==> config.mk <==
export PLATFORM = sky130hd
export DESIGN_NAME = mul_share_ctrl
export DESIGN_NICKNAME = d
export VERILOG_FILES = /design/src/rtl/mul_share_ctrl.sv
export SDC_FILE = /design/constraint.sdc
export NUM_CORES = 1
export LEC_CHECK = 0
export ABC_AREA = 1
export BUFFER_PORTS_ARGS = -buffer_cell sky130_fd_sc_hd__buf_2
export CORE_MARGIN = 2
export CORE_UTILIZATION = 30
export DETAILED_ROUTE_END_ITERATION = 10
export HOLD_SLACK_MARGIN = 0.12
export PLACE_DENSITY = 0.67
export SYNTH_ARGS = -nofsm -noshare
export SYNTH_HDL_FRONTEND = slang
export SYNTH_SLANG_ARGS = --single-unit
==> constraint.sdc <==
create_clock -name clk -period 6.01 [get_ports clk]
set_clock_uncertainty 0.1 [all_clocks]
set_input_delay 1.202 -clock clk [delete_from_list [all_inputs] [get_ports clk]]
set_output_delay 1.202 -clock clk [all_outputs]
set_load 0.03 [all_outputs]
==> src/rtl/mul_share_ctrl.sv <==
// Round-robin controller that shares one 8x8 signed Booth multiplier between
// NREQ requesters: accepts an operand pair, pulses the multiplier start, captures
// the product on the first cycle busy drops, and returns it to the owner.
module mul_share_ctrl #(
  parameter int unsigned NREQ = 4,
  parameter int unsigned TMO  = 12
) (
  input  logic                clk,
  input  logic                rst,
  input  logic [NREQ-1:0]     req_valid,
  output logic [NREQ-1:0]     req_ready,
  input  logic [8*NREQ-1:0]   req_mc,
  input  logic [8*NREQ-1:0]   req_mp,
  output logic [NREQ-1:0]     rsp_valid,
  input  logic [NREQ-1:0]     rsp_ready,
  output logic [15:0]         rsp_prod,
  output logic                rsp_err,
  output logic                mul_start,
  output logic [7:0]          mul_mc,
  output logic [7:0]          mul_mp,
  input  logic [15:0]         mul_prod,
  input  logic                mul_busy
);

  localparam int unsigned IDW = $clog2(NREQ);
  localparam int unsigned TW  = 4;
  localparam logic [TW-1:0] TMR_LAST = TW'(TMO - 1);

  typedef enum logic [1:0] {
    S_IDLE   = 2'd0,
    S_LAUNCH = 2'd1,
    S_WAIT   = 2'd2,
    S_RESP   = 2'd3
  } state_t;

  state_t          state;
  state_t          state_nx;
  logic [IDW-1:0]  ptr;
  logic [IDW-1:0]  id;
  logic [TW-1:0]   tmr;
  logic            gnt_vld;
  logic [IDW-1:0]  gnt;
  logic [7:0]      gnt_mc;
  logic [7:0]      gnt_mp;

  // Round-robin search starting just after the last served requester
  always_comb begin
    gnt_vld = 1'b0;
    gnt     = '0;
    for (int unsigned k = 1; k <= NREQ; k++) begin
      logic [IDW-1:0] j;
      j = IDW'((32'(ptr) + k) % NREQ);
      if (!gnt_vld && req_valid[j]) begin
        gnt_vld = 1'b1;
        gnt     = j;
      end
    end
    gnt_mc = req_mc[{gnt, 3'b000} +: 8];
    gnt_mp = req_mp[{gnt, 3'b000} +: 8];
  end

  // State register
  always_ff @(posedge clk) begin
    if (rst) begin
      state <= S_IDLE;
    end else begin
      state <= state_nx;
    end
  end

  // Next-state logic; a busy-low sample wins over a coincident timeout
  always_comb begin
    state_nx = state;
    case (state)
      S_IDLE:   if (gnt_vld) state_nx = S_LAUNCH;
      S_LAUNCH: state_nx = S_WAIT;
      S_WAIT:   if (!mul_busy || (tmr == TMR_LAST)) state_nx = S_RESP;
      S_RESP:   if (rsp_ready[id]) state_nx = S_IDLE;
      default:  state_nx = S_IDLE;
    endcase
  end

  // Handshake strobes and the one-cycle multiplier load pulse
  always_comb begin
    req_ready = '0;
    rsp_valid = '0;
    mul_start = 1'b0;
    case (state)
      S_IDLE:   if (gnt_vld) req_ready[gnt] = 1'b1;
      S_LAUNCH: mul_start = 1'b1;
      S_RESP:   rsp_valid[id] = 1'b1;
      default:  ;
    endcase
  end

  // Operand capture, timer, product capture and priority pointer update
  always_ff @(posedge clk) begin
    if (rst) begin
      ptr      <= IDW'(NREQ - 1);
      id       <= '0;
      tmr      <= '0;
      mul_mc   <= '0;
      mul_mp   <= '0;
      rsp_prod <= '0;
      rsp_err  <= 1'b0;
    end else begin
      case (state)
        S_IDLE: begin
          if (gnt_vld) begin
            mul_mc <= gnt_mc;
            mul_mp <= gnt_mp;
            id     <= gnt;
          end
        end
        S_LAUNCH: tmr <= '0;
        S_WAIT: begin
          tmr <= tmr + TW'(1);
          // The multiplier keeps stepping, so only the first busy-low sample is valid
          if (!mul_busy) begin
            rsp_prod <= mul_prod;
            rsp_err  <= 1'b0;
          end else if (tmr == TMR_LAST) begin
            rsp_prod <= '0;
            rsp_err  <= 1'b1;
          end
        end
        S_RESP: if (rsp_ready[id]) ptr <= id;
        default: ;
      endcase
    end
  end

endmodule

==> flow_summary.toml <==
[global_routing]
grtUsageMet1 = 0.197
grt_pass1_wl_mm = 13.0
grtUsageMet2 = 0.260
gr-usage-all-layers = 0.152
first_global_vias = 3008
antenna_found_initial = 0
overflow = 0
top_usage_layer = "met2"
grt_max_degree = 37
use_met3 = 0.0285

[layout]
insertedDiodeCount = 0
instances_no_fill = 736
layout_commonest_cell = "buf_2"
area_delta_synth_final_pct = 26.6
ff_latch_area_sq_um = 861
layout_common_cells = "132 x buf_2, 117 x nand2_1, 98 x inv_1"
multiInputGateArea_sq_mm = 0.00153
nNetsFinal = 702
n_fill_cell = 1036
layout-drive-gt1-share = 0.269

[sta]
post-route-period-util = 0.749
fin_setup_tns_ns = 0
worst_slack_ns = 1.51
fmax_mhz = 222
setup_viol = 0
timing.slew.headroom = 0.298
rsz0062_at_grt = "false"
period_needed_ns = 4.50
hold_viol = 0
max_slew.worst_pin.slew_ns = 1.05
slew_viol_final = 0

[drt]
firstDrtPassIters = 4
ant_nets = 0
route.detailed.drc = 0
via_count = 3334
avgViaCountPerCell = 4.53
routedWlPerCell_um = 11.0
drt-initial-drc-count = 117
wl_mm = 8.11

[logic_synthesis]
ys_seq_area_frac = 0.295
yosysWarningCount = 0
yosysUniqueCellTypes = 28
syn_nets = 584
syn_area_per_cell_sq_um = 5.97
synth_area_sq_mm = 0.00292
ys_ff_latch = 43
synth-edff-count = 0
syn_inst = 488
async_flop_share = 0
yosys_most_used_dff = "dfxtp_1"

[setup_path]
start_kind = "input pin"
worst_ep_required_time_ns = 4.71
path_buf_inv = 3
cp_common_cell = "nand2_2"
critPathMaxStageDelay_ns = 0.49
critPathMaxFanout = 36
end_kind = "output port"
crit_family = "simple AND/OR/NAND/NOR gates"
crit_chain = "buf_2 -> nand2_1 -> nand2_2 -> nand2_1 -> nand2_2 -> a21oi_1 -> nand2_2 -> nand2_4 -> inv_1 -> nor3_1 -> buf_2"
cp_data_arrival_time_ns = 3.20
critPathSlowestCell = "nand2_4"
crit_type = "input pin to output port"

[place]
preCtsSetupSlack_ns = 1.50
dp_hpwl_mm = 6.17
place_inst = 728
routabilityCongestion = 0.854
portBuffers = 132

[power]
vdd_drop_max_v = 0.000158
power.density_mw_per_mm2 = 402
finalPower_uw = 1480
p_leak_uw = 0.00217

[min_path]
holdCritPathClass = "flop to flop"

[die]
die_y_um = 103
die_w_um = 103
ioPinCount = 133
start_util = 0.313
core_area_sq_mm = 0.00933
die-area_sq_mm = 0.0105
rows = 35

[cts]
clk_path_buf_depth = 2
ctsHoldBuffers = 0
htree_levels = 2
cts_buffers = 5
root_buffer = "clkbuf_8"
cts.sinks = 43
post_cts_resized = 0
path_clk_slew_ns = 0.08
cts_tree = "built"
clk_latency_ns = 0.29
postCtsSetupRepairBufs = 0

[flow_run]
maxCapViolCount = 0

[run_status]
status = "complete, no violations"
[logic make-up after synthesis]
| kind of cell | synth area share |
|---|---|
| fa+ha+maj | 0.0215 |
| compound gates | 0.0597 |
| flops | 0.295 |
| buf+inv | 0.181 |
| simple gates | 0.442 |
[where the power goes]
group          total (uW)  switching [uW]  leakage [uW]  internal, uW
Sequential            409            51.0      0.000353           358
Clock                 184             103     0.0000402          80.9
Combinational         890             615       0.00178           275
Total                1480             768       0.00217           714
[area by class of cell]
class / count / area share
clock inverters: 3 / 0.00543
multi-input cells: 321 / 0.414
inverters: 103 / 0.106
repair buffers: 132 / 0.179
well taps: 129 / 0.0437
clock buffers: 5 / 0.0187
flip-flops and latches: 43 / 0.233
[layer usage]
layer / up-vias / wire length [um]
met5: - / 0
met4: 0 / 69
met3: 9 / 391
met2: 98 / 3780
met1: 1492 / 3860
li1: 1735 / -
[synthesized netlist by cell type (2+ instances only)]
| cell | n | area share |
|---|---|---|
| nor2_1 | 45 | 0.058 |
| nor2_2 | 2 | 0.0043 |
| a21oi_1 | 25 | 0.043 |
| nand3_1 | 90 | 0.15 |
| nor3b_1 | 2 | 0.0051 |
| buf_4 | 4 | 0.010 |
| nand2_4 | 5 | 0.019 |
| dfxtp_1 | 43 | 0.30 |
| inv_1 | 98 | 0.13 |
| buf_2 | 7 | 0.012 |
| o21ai_0 | 2 | 0.0034 |
| inv_2 | 4 | 0.0051 |
| clkbuf_1 | 6 | 0.0077 |
| nand2_2 | 8 | 0.017 |
| ha_1 | 5 | 0.021 |
| nor3_1 | 10 | 0.017 |
| a31oi_1 | 2 | 0.0043 |
| o211ai_1 | 2 | 0.0051 |
| buf_6 | 3 | 0.012 |
| nand2_1 | 117 | 0.15 |
[metrics by stage]
| stage | util | hold slack (ns) | instance area (sq um) |
|---|---|---|---|
| 3_3_place_gp | 0.386 | 0.345 | 3600 |
| 5_1_grt | 0.396 | 0.394 | 3690 |
| 2_1_floorplan | - | 0.392 | 2920 |
| 6_report | 0.396 | 0.364 | 3690 |
| 4_1_cts | 0.396 | 0.365 | 3690 |
| 3_5_place_dp | 0.386 | 0.353 | 3600 |
[worst paths after layout]
path / start / end / slack [ns] / cells past startpoint
max: req_valid[1] / req_ready[0] / 1.51 / 11
min: rsp_prod[1] / rsp_prod[1] / 0.36 / 2
max reg2reg: ptr[0] / mul_mc[5] / 3.33 / 13
min reg2reg: rsp_prod[1] / rsp_prod[1] / 0.36 / 2
[tightest hold or removal path, cell delays in order (launching register included)]
cell     delay (ns)
dfxtp_1        0.31
nand2_1        0.06
a21oi_1        0.05
[flip-flops by register name, indices dropped and copies added, names as in the netlist]
signal    count
tmr           4
ptr           2
state         2
mul_mp        8
rsp_prod     16
rsp_err       1
id            2
mul_mc        8
No activity file was read; power rests on OpenSTA's default activity.
